<file path="src/rtl/dmem_access.sv">
// dmem_access: MA-stage load/store unit with memory handshake, lane steering and pipeline stall
module dmem_access #(
    parameter int ADDR_W = 32
) (
    input  logic              clk,
    input  logic              rst,
    input  logic              req_valid,
    input  logic              mem_read,
    input  logic              mem_write,
    input  logic [2:0]        MemSize,
    input  logic [ADDR_W-1:0] addr,
    input  logic [31:0]       wdata,
    output logic              stall,
    output logic [31:0]       rdata_raw,
    output logic [2:0]        MemSize_out,
    output logic              done,
    output logic              access_err,
    output logic              dmem_req,
    output logic              dmem_we,
    output logic [ADDR_W-1:0] dmem_addr,
    output logic [3:0]        dmem_be,
    output logic [31:0]       dmem_wdata,
    input  logic              dmem_ready,
    input  logic              dmem_rvalid,
    input  logic [31:0]       dmem_rdata
);
    typedef enum logic [1:0] {IDLE, REQ, RESP, DONE} state_t;
    state_t state;
    logic [1:0] lane;
    logic [2:0] size_r;
    logic op, illegal, is_half, is_half_r;
    logic [3:0] be;
    logic [31:0] wd, shifted, aligned;
    always_comb begin
        op = req_valid && (mem_read || mem_write);
        is_half = MemSize == 3'd1 || MemSize == 3'd4;
        is_half_r = size_r == 3'd1 || size_r == 3'd4;
        illegal = (mem_read && mem_write) || MemSize > 3'd4 ||
                  (mem_write && (MemSize == 3'd3 || MemSize == 3'd4)) ||
                  (is_half && addr[0]) || (MemSize == 3'd2 && addr[1:0] != 2'b00);
        be = MemSize == 3'd2 ? 4'b1111 :
             is_half ? 4'b0011 << {addr[1], 1'b0} : 4'b0001 << addr[1:0];
        wd = !mem_write ? 32'h0 :
             MemSize == 3'd0 ? {4{wdata[7:0]}} :
             MemSize == 3'd1 ? {2{wdata[15:0]}} : wdata;
        shifted = dmem_rdata >> {lane, 3'b000};
        aligned = size_r == 3'd2 ? dmem_rdata :
                  is_half_r ? {16'h0, shifted[15:0]} : {24'h0, shifted[7:0]};
        stall = (state == IDLE && op) || state == REQ || state == RESP;
    end
    always_ff @(posedge clk) begin
        if (rst) begin
            state <= IDLE;
            lane <= 2'b00;
            size_r <= 3'b000;
            done <= 1'b0;
            access_err <= 1'b0;
            dmem_req <= 1'b0;
            dmem_we <= 1'b0;
            dmem_addr <= '0;
            dmem_be <= 4'b0000;
            dmem_wdata <= 32'h0;
            rdata_raw <= 32'h0;
            MemSize_out <= 3'b000;
        end else begin
            case (state)
                IDLE: begin
                    done <= 1'b0;
                    access_err <= 1'b0;
                    if (op) begin
                        lane <= addr[1:0];
                        size_r <= MemSize;
                        if (illegal) begin
                            state <= DONE;
                            done <= 1'b1;
                            access_err <= 1'b1;
                            rdata_raw <= 32'h0;
                            MemSize_out <= MemSize;
                        end else begin
                            state <= REQ;
                            dmem_req <= 1'b1;
                            dmem_we <= mem_write;
                            dmem_addr <= {addr[ADDR_W-1:2], 2'b00};
                            dmem_be <= be;
                            dmem_wdata <= wd;
                        end
                    end
                end
                REQ: if (dmem_ready) begin
                    dmem_req <= 1'b0;
                    state <= dmem_we ? DONE : RESP;
                    if (dmem_we) begin
                        done <= 1'b1;
                        rdata_raw <= 32'h0;
                        MemSize_out <= size_r;
                    end
                end
                RESP: if (dmem_rvalid) begin
                    state <= DONE;
                    done <= 1'b1;
                    rdata_raw <= aligned;
                    MemSize_out <= size_r;
                end
                DONE: begin
                    state <= IDLE;
                    done <= 1'b0;
                    access_err <= 1'b0;
                end
            endcase
        end
    end
endmodule

</file>
<file path="config.mk">
export PLATFORM = sky130hd
export DESIGN_NAME = dmem_access
export DESIGN_NICKNAME = d
export VERILOG_FILES = /design/src/rtl/dmem_access.sv
export SDC_FILE = /design/constraint.sdc
export NUM_CORES = 1
export LEC_CHECK = 0
export CORE_MARGIN = 3
export CORE_UTILIZATION = 49
export CTS_BUF_LIST = sky130_fd_sc_hd__clkbuf_8
export DETAILED_ROUTE_END_ITERATION = 10
export HOLD_SLACK_MARGIN = 0.05
export PLACE_DENSITY = 0.89
export SETUP_SLACK_MARGIN = 0.02
export SLEW_MARGIN = 10
export SYNTH_ARGS = -nofsm -noshare
export SYNTH_HDL_FRONTEND = slang
export SYNTH_SLANG_ARGS = --single-unit
export TNS_END_PERCENT = 100
</file>
<file path="constraint.sdc">
create_clock -name clk -period 5.3 [get_ports clk]
set_input_delay 0.53 -clock clk [delete_from_list [all_inputs] [get_ports clk]]
set_output_delay 0.53 -clock clk [all_outputs]
set_load 0.02 [all_outputs]
</file>
-- Word level (Yosys, flattened, before mapping)
Cells that the tools add are included.
- logic and storage cells: 97
- bits in registers: 112
- shift operators: 3
- bitwise operators: 1
- eq/ne operators: 16
- magnitude comparators: 1
- mux-type cells: 36
- reductions and logical operators: 28
- operators with widths (cell ; count):
    $mux W32 ; 9
    $pmux W32 S3 ; 1
    $shr A32 B5 Y16 ; 1
    $mux W16 ; 1
    $mux W3 ; 5
    $ne A2 B2 Y1 const B ; 6
    $logic_or A1 B1 Y1 ; 10
    $eq A3 B2 Y1 const B ; 3
    $mux W1 ; 9
    $pmux W3 S3 ; 1
    $reduce_and A3 Y1 ; 3
    $mux W2 ; 4
    $mux W4 ; 2
    $pmux W2 S4 ; 1
    $eq A3 B1 Y1 const B ; 2
    $eq A3 B3 Y1 const B ; 2
    $logic_and A1 B1 Y1 ; 6
    $reduce_and A6 Y1 ; 1
    $reduce_bool A2 Y1 ; 3
    $eq A2 B2 Y1 const B ; 2
    $pmux W1 S2 ; 2
    $pmux W1 S4 ; 1
    $reduce_and A4 Y1 ; 1
    $shl A1 B2 Y4 const A ; 1
    other kinds (8) ; 8

-- Longest topological paths before layout
Gate-level depths: netlist (run 1).
- word-level depth: 9
- gate-level depth with buffers: 10
- depth with buffers taken out: 7

-- Least setup slack after synthesis (run 1)
No wires, ideal clock.
- kind: reg-to-reg
- start point: register state[1]
- end point: register dmem_we
- data arrival time: 2047 ps
- stages on the path, launching flop included: 11
- setup slack: 3121 ps
- required time: 5168 ps
- cells stage by stage: dfxtp_1 > inv_1 > ha_1 > inv_1 > or2_0 > buf_2 > or4_4 > buf_6 > buf_6 > nand2_1 > a21oi_1
- cells in the longest elaborated chain, start to end: 2
- RTL lines (what ; RTL line ; RTL):
    from (decl) ; 28 ; state_t state;
    from (signal assigned) ; 91 ; state <= dmem_we ? DONE : RESP;
    $logic_not A2 Y1 ; 66 ; case (state)
    $reduce_and A3 Y1 (no line) ; - ;
    to (signal assigned) ; 82 ; dmem_we <= mem_write;
    to (decl) ; 19 ; output logic dmem_we,
No other way between the ends.
A chain may end at the register's enable or synchronous reset.

-- Worst setup path in the final report (run 1)
- start point: input port mem_write
- end point: output port stall
- cells in the longest elaborated chain, start to end: 5
- RTL lines (what ; RTL line ; RTL):
    from (decl) ; 9 ; input logic mem_write,
    $logic_or A1 B1 Y1 ; 35 ; op = req_valid && (mem_read || mem_write);
    $logic_and A1 B1 Y1 ; 35 ;
    $logic_and A1 B1 Y1 ; 49 ; stall = (state == IDLE && op) || state == REQ || state == RESP;
    $logic_or A1 B1 Y1 (2 in a row) ; 49 ;
    to (decl) ; 13 ; output logic stall,
No other way between the ends.

==> results.yml, run 1 <==
cells_and_area:
  diodes: 0
  post-route-util_pct: 72.1
  finalNonFillerCells: 965
  nets: 937
  drive_gt1_share_pct: 5.67
  area_delta_synth_final_pct: 40.6
  final_area_um2: 7610
sta:
  period_needed_ps: 3370
  worst_pin_slew_ps: 1240
  setup-violations-final: 0
  setup_slack_ps: 1930
  relSlewSlack_pct: 17.6
  period_share_pct: 63.7
  fin_tns_setup_ps: 0
  slew_violations: 0
  hold_viol: 0
  fmax_mhz: 296
  rsz0062_at_grt: "false"
  skew_ps: 12.7
  whs_ps: 454
power:
  peakVddDrop_mv: 0.191
  power.total_mw: 2.28
  p_leak_nw: 2.55
  power_density_nw_per_um2: 300
floorplanning:
  core_um2: 10600
  die_area_um2: 12400
  dieHeight_um: 111
  num_rows: 37
  num_io_pins: 214
  die_w_um: 111
  start_util_pct: 51.3
clock_network:
  htree_levels: 3
  cts_inserted_buffers: 9
  cts_repair_resize_count: 0
  cts.path.max_buffers: 2
  cts_tree: "yes"
  path_clk_slew_ps: 90
  root_buffer: "clkbuf_8"
  ctsHoldBuffers: 0
  cts.sinks: 112
  post_cts.repair.setup_buffers: 0
  clock_latency_ps: 370
global_route:
  grt_pass1_wl_mm: 26.8
  grt_usage_pct: 26.4
  grt_pass1_vias: 5380
  antenna_found_initial: 0
  grt_start_max_net_pins: 122
  grt-ovfl-total: 0
yosys:
  ys_seq_elements: 112
  ys_seq_area_share_pct: 41.4
  syn_area_per_cell_um2: 8.24
  netlist_top_cells_count: "nand2_1, dfxtp_1, a21oi_1"
  synthAdderAreaFrac_pct: 1.16
  synth_xor_area_share_pct: 0.323
  synthCells: 657
  synth_cell_types: 51
  synth_edf_count: 0
  synth_top_family_by_area: "compound AO/OA/AOI/OAI gates"
  synth_top_area_cell: "dfxtp_1"
  synth-compound-area-share_pct: 22.1
  yosys.area_share.simple_pct: 19.2
  yosysMostFrequentCell: "nand2_1"
  synth.cell_area_um2: 5420
  synth_area_leaders: "dfxtp_1, a21oi_1, nand2_1, mux2i_1, nand3_1"
  post-synth-top-area-fraction_pct: 41.4
  yosys_warnings: 0
  synth_flop_cell: "dfxtp_1"
  async_flop_share_pct: 0
  synthMuxAreaShare_pct: 9.45
critical_path:
  cp-start-kind: "input pin"
  worst_r2r_startpoint: "state[1]"
  r2r-end: "dmem_be[2]"
  regToRegSetupSlack_ps: 2450
  path_max_fanout: 11
  cp-end-kind: "primary output"
  arrival_ps: 2840
  crit_end: "stall"
  path_class: "in -> out"
  worstPathRequired_ps: 4770
  critPathLaunch: "mem_write"
  reg2reg_depth: 7
route:
  antenna_left: 0
  wl_per_cell_um: 17.8
  routed-via-count: 5516
  drtPass1Iterations: 5
  drtIter0Drc: 461
  avgViaCountPerCell: 5.72
  wl_mm: 17.2
  drc_errors: 0
flow_run:
  cap_violations: 0
place:
  dp_cells: 951
  dp_slack_ps: 1860
  placed_cell_area_um2: 7450
  port_buffers: 211
  post-dp-hpwl_mm: 12.4
  gp_congestion: 0.890
worst_hold_path:
  hold_path_class: "reg -> reg"
  hold_start: "dmem_wdata[1]"
run_status:
  status: "completed"
==> metal layers <==
layer  vias up  wire (um)  GRT usage, %
li1       2639          -             -
met1      2568       6590          29.7
met2       275       8500          46.9
met3        34       1710          8.95
met4         0        374          8.52
met5         -          0             0
==> how the worst min path moves through the flow <==
stage	to	slack (ps)	cells past startpoint
finish	dmem_wdata[1]	450	2
global route	dmem_addr[9]	480	2
CTS	dmem_wdata[0]	460	2
detailed placement	dmem_wdata[1]	440	2
global placement	dmem_wdata[6]	440	2
floorplan	size_r[1]	500	2
==> final cells by class <==
class | instances | area [um^2]
clock buffers | 9 | 124
clock inverters | 5 | 35.0
fillers | 854 | 2940
inverters | 7 | 26.3
multi-input cells | 477 | 2850
flip-flops and latches | 112 | 2240
well taps | 136 | 170
repair buffers | 219 | 2170
==> flip-flops by register name (all words and copies together), names as in the netlist <==
register and flops:
dmem_wdata 32, rdata_raw 32, dmem_addr 30, dmem_be 4
MemSize_out 3, size_r 3, lane 2, state 2
access_err 1, dmem_req 1, dmem_we 1, done 1
==> cell usage in the layout (no fill, tap or decap), types with 9 or more instances in the layout <==
cell type	instances
a21oi_1	98
mux2i_1	32
nand2_1	122
nand2b_1	17
mux2_2	17
nor2_1	30
clkdlybuf4s50_1	210
clkbuf_8	9
a21o_1	19
a22oi_1	9
buf_4	9
dfxtp_1	112
nand3_1	44
==> critical path: stages <==
cell and delay (ps):
clkdlybuf4s50_1 660, o21ai_2 340, or2_0 550, nand2_1 180, clkdlybuf4s50_1 580
==> logic make-up (layout without fill, tap and decap cells) <==
kind of cell,after synthesis,count (layout)
mux,49,49
simple gates,230,230
compound gates,189,189
xor+xnor,2,2
fa+ha+maj,5,5
buf+inv,69,240
flops,112,112
other cells,1,2
==> where the power goes <==
part           internal [mW]  leakage [nW]  switching [mW]
Combinational          0.359          1.55           0.506
Clock                  0.168        0.0871           0.287
Sequential             0.908         0.907          0.0520
No activity file was read; power rests on OpenSTA's default activity.
==> inputs of run 2 (changes only) <==
CORE_UTILIZATION = 45   (was 49)
PLACE_DENSITY = 0.82   (was 0.89)
clock period = 3.33 ns   (was 5.3 ns; I/O delays follow)
==> run 2 against run 1 <==
Against the previous run: register-to-register slack lost 1600 ps; design area grew 1.5%; setup slack lost 1300 ps; combinational power grew 65%; clock-buffer cell count is the same; first-iteration DRC count grew 21%; flip-flop and latch count is the same; clock power grew 66%; sequential power grew 58%; hold slack lost 32 ps; critical endpoint unchanged.
==> results.yml, run 2 (same netlist as run 1, synthesis figures left out) <==
sta:
  period_needed_ps: 2740
  worst_pin_slew_ps: 1060
  relSlewSlack_pct: 29.2
  setup_slack_ps: 588
  fmax_mhz: 365
  slew_violations: 0
  setup-violations-final: 0
  skew_ps: 11.6
  hold_viol: 0
  period_share_pct: 82.4
  fin_tns_setup_ps: 0
  rsz0062_at_grt: "false"
critical_path:
  reg2reg_depth: 8
  regToRegSetupSlack_ps: 850
  cp_common_cell: "inv_1"
  path_max_fanout: 8
  arrival_ps: 2410
  cp-start-kind: "register"
  slowest_delay_ps: 610
  worstPathRequired_ps: 3000
  slowest_stage: "clkdlybuf4s50_1"
  cp-end-kind: "primary output"
  path_class: "reg -> out"
  critical_path.cell_chain: "inv_1, ha_1, inv_1, or2_0, buf_4, nand2_1, clkdlybuf4s50_1"
  worst_r2r_startpoint: "state[1]"
  critPathLaunch: "state[1]"
  r2r-end: "dmem_addr[20]"
place:
  dp_slack_ps: 475
  post-dp-hpwl_mm: 12.9
  gp_congestion: 0.893
  port_buffers: 211
  dp_cells: 968
route:
  drtPass1Iterations: 5
  antenna_left: 0
  drtIter0Drc: 558
  wl_mm: 17.4
  avgViaCountPerCell: 5.67
  drc_errors: 0
  wl_per_cell_um: 17.7
  routed-via-count: 5570
power:
  p_leak_nw: 2.61
  power.total_mw: 3.71
  peakVddDrop_mv: 0.298
  power_density_nw_per_um2: 480
global_route:
  antenna_found_initial: 0
  grt_pass1_wl_mm: 27.0
  grt_usage_pct: 25.3
  grt_start_max_net_pins: 62
  grt_pass1_vias: 5502
  grt-ovfl-total: 0
clock_network:
  post_cts.repair.setup_buffers: 0
  root_buffer: "clkbuf_8"
  cts.sinks: 112
  cts_inserted_buffers: 9
  cts_repair_resize_count: 0
  cts.path.max_buffers: 2
  cts_tree: "yes"
  path_clk_slew_ps: 110
  htree_levels: 3
  ctsHoldBuffers: 0
  clock_latency_ps: 380
worst_hold_path:
  hold_path_class: "in -> reg"
  whs_endpoint: "size_r[1]"
  hold_start: "rst"
  hold_depth: 2
flow_run:
  cap_violations: 0
cells_and_area:
  layout_commonest_cell: "clkdlybuf4s50_1"
  nets: 947
  finalNonFillerCells: 983
  diodes: 0
  num-fill-cells: 983
  area_delta_synth_final_pct: 42.7
  final_cell_mix: "clkdlybuf4s50_1, nand2_1, dfxtp_1"
  reg_top3: "dmem_wdata x32, rdata_raw x32, dmem_addr x30"
  post-route-util_pct: 66.6
  drive_gt1_share_pct: 7.02
floorplanning:
  num_rows: 39
  die_w_um: 116
  core_um2: 11600
  num_io_pins: 214
  start_util_pct: 46.6
  die_area_um2: 13400
  dieHeight_um: 116
run_status:
  status: "completed"
[run 2: worst max-delay path by stage]
stage	slack, ps	depth (start not counted)	to
final	590	7	stall
after global routing	460	7	stall
after CTS	570	7	stall
after detailed placement	480	7	dmem_addr[25]
after global placement	590	7	dmem_addr[19]
after floorplan	1150	10	dmem_we
[run 2: layer usage]
layer | up-vias | wire length (um) | track usage (%)
li1 | 2667 | - | -
met4 | 0 | 439 | 8.97
met1 | 2608 | 6890 | 29.6
met5 | - | 0 | 0
met3 | 39 | 1590 | 7.78
met2 | 256 | 8470 | 43.8
[run 2: layout make-up]
cell class	instances	area (um^2)	area share, %
Multi-Input combinational cell	477	2850	36.8
Timing Repair Buffer	229	2260	29.2
Sequential cell	112	2240	29.0
Tap cell	143	179	2.31
Clock buffer	9	124	1.60
Clock inverter	6	56.3	0.728
Inverter	7	26.3	0.340
[run 2: metrics by stage]
step | hold slack (ps) | cell area (um^2)
2_1_floorplan | 440 | 5420
3_3_place_gp | 440 | 7550
4_1_cts | 405 | 7730
5_1_grt | 444 | 7730
6_report | 421 | 7730
3_5_place_dp | 448 | 7550
[run 2: critical path: cells and delay by family (launching register included)]
kind / cells / cell delay, ps
buffers and inverters: 4 / 1070
flip-flops: 1 / 340
AND/OR/NAND/NOR: 2 / 330
adder cells (fa/ha/maj): 1 / 300
[run 2: report_power, final]
part	internal [mW]	total (mW)	switching [mW]
Combinational	0.596	1.43	0.833
Sequential	1.45	1.52	0.0767
Clock	0.280	0.757	0.477
==> inputs of run 3 (changes only) <==
clock period = 2.9 ns   (was 3.33 ns; I/O delays follow)
==> run 3 against run 2 <==
Against the previous run: combinational power rose by 16%; global-route usage down 0.19 points; first-iteration DRC count decreased by 0.90%; critical path depth stayed put; register-to-register slack worse by 420 ps; sequential power grew 15%; non-clock buffer count is 5 higher; flip-flop and latch count unchanged; via count down 0.38%; setup slack worse by 360 ps; cell count grew 0.61%; sequential share of layout area shrank 0.22 points.
==> results.yml, run 3 (same netlist as run 1, synthesis figures left out) <==
cells_and_area:
  diodes: 0
  regArea_um2: 2240
  drive_gt1_share_pct: 7.57
  reg_top3: "dmem_wdata x32, rdata_raw x32, dmem_addr x30"
  layout_commonest_cell: "clkdlybuf4s50_1"
  final_area_um2: 7790
  area_delta_synth_final_pct: 43.8
  nets: 952
  final_cell_mix: "clkdlybuf4s50_1, nand2_1, dfxtp_1"
  multi_input_area_um2: 2850
  num-fill-cells: 970
sta:
  worst_pin_slew_ps: 819
  rsz0062_at_grt: "false"
  hold_viol: 0
  slew_violations: 0
  setup-violations-final: 0
  period_share_pct: 92.1
  relSlewSlack_pct: 45.4
  fin_tns_setup_ps: 0
  fmax_mhz: 374
  skew_ps: 15.7
  period_needed_ps: 2670
  whs_ps: 447
global_route:
  grt-ovfl-total: 0
  grt_pass1_wl_mm: 27.1
  grt_pass1_vias: 5490
  grt_usage_pct: 25.1
  grt_start_max_net_pins: 85
  antenna_found_initial: 0
power:
  power.total_mw: 4.30
  peakVddDrop_mv: 0.330
  p_leak_nw: 2.64
  power_density_nw_per_um2: 551
floorplanning:
  dieHeight_um: 116
  num_io_pins: 214
  die_area_um2: 13400
  start_util_pct: 46.6
  die_w_um: 116
  num_rows: 39
  core_um2: 11600
worst_hold_path:
  hold_start: "addr[31]"
  hold_path_class: "in -> reg"
route:
  wl_met2_mm: 8.57
  drtIter0Drc: 553
  drtPass1Iterations: 5
  routed-via-count: 5549
  wl_per_cell_um: 17.6
  antenna_left: 0
  wl_mm: 17.4
  drc_errors: 0
  avgViaCountPerCell: 5.61
  wl_met3_mm: 1.52
  top_layer_used: "met4"
  drt-met1-wl_mm: 6.91
clock_network:
  htree_levels: 3
  root_buffer: "clkbuf_8"
  ctsHoldBuffers: 0
  cts_tree: "yes"
  clock_latency_ps: 380
  post_cts.repair.setup_buffers: 0
  cts.path.max_buffers: 2
  cts_inserted_buffers: 9
  path_clk_slew_ps: 120
  cts_repair_resize_count: 0
  cts.sinks: 112
critical_path:
  arrival_ps: 2380
  cp-end-kind: "primary output"
  path_max_fanout: 8
  worst_r2r_startpoint: "state[1]"
  worstPathRequired_ps: 2610
  path_class: "reg -> out"
  cp-start-kind: "register"
  critPathLaunch: "state[1]"
flow_run:
  cap_violations: 0
place:
  gp_congestion: 0.904
  port_buffers: 211
  placed_cell_area_um2: 7600
  post-dp-hpwl_mm: 13.0
run_status:
  status: "completed"
[run 3: cell count changes in the layout (fill, tap and decap cells not counted), sizes merged]
cell,previous run,this run
clkinv,5,4
buf,19,24
inv,8,10
[run 3: area by class of cell]
cell class / instances / area share [%]
clock buffers: 9 / 1.59
clock inverters: 7 / 0.851
inverters: 7 / 0.337
multi-input cells: 477 / 36.5
flip-flops and latches: 112 / 28.8
well taps: 143 / 2.30
repair buffers: 234 / 29.6
[run 3: final timing paths]
kind	to	cells after the start	slack, ps
max reg2reg	dmem_be[1]	9	430
min	dmem_addr[31]	3	450
min reg2reg	dmem_wdata[15]	2	460
max	stall	7	230
[run 3: worst max-delay path, cell delays in order (launching register included)]
cell and delay (ps):
dfxtp_1 350, inv_1 150, ha_1 290, inv_1 110, or2_0 260, buf_4 200, nand2_1 70, clkdlybuf4s50_1 600
[run 3: through the flow]
| stage | setup slack [ps] | utilization (%) | instances |
|---|---|---|---|
| floorplan | 721 | - | 658 |
| global placement | 368 | 65.4 | 973 |
| detailed placement | 343 | 65.4 | 973 |
| CTS | 214 | 67.1 | 989 |
| global route | 58.0 | 67.1 | 989 |
| finish | 228 | 67.1 | 989 |
[run 3: where the power goes]
| group | internal, mW | total [mW] | switching [mW] |
|---|---|---|---|
| Clock | 0.331 | 0.893 | 0.562 |
| Sequential | 1.66 | 1.75 | 0.0877 |
| Combinational | 0.704 | 1.66 | 0.952 |
| Total | 2.70 | 4.30 | 1.60 |
[run 3: metal layers]
| layer | GRT usage [%] | up-vias |
|---|---|---|
| met1 | 29.4 | 2625 |
| met3 | 8.46 | 25 |
| met2 | 43.9 | 228 |
| met5 | 0 | - |
| met4 | 6.88 | 0 |
| li1 | - | 2671 |
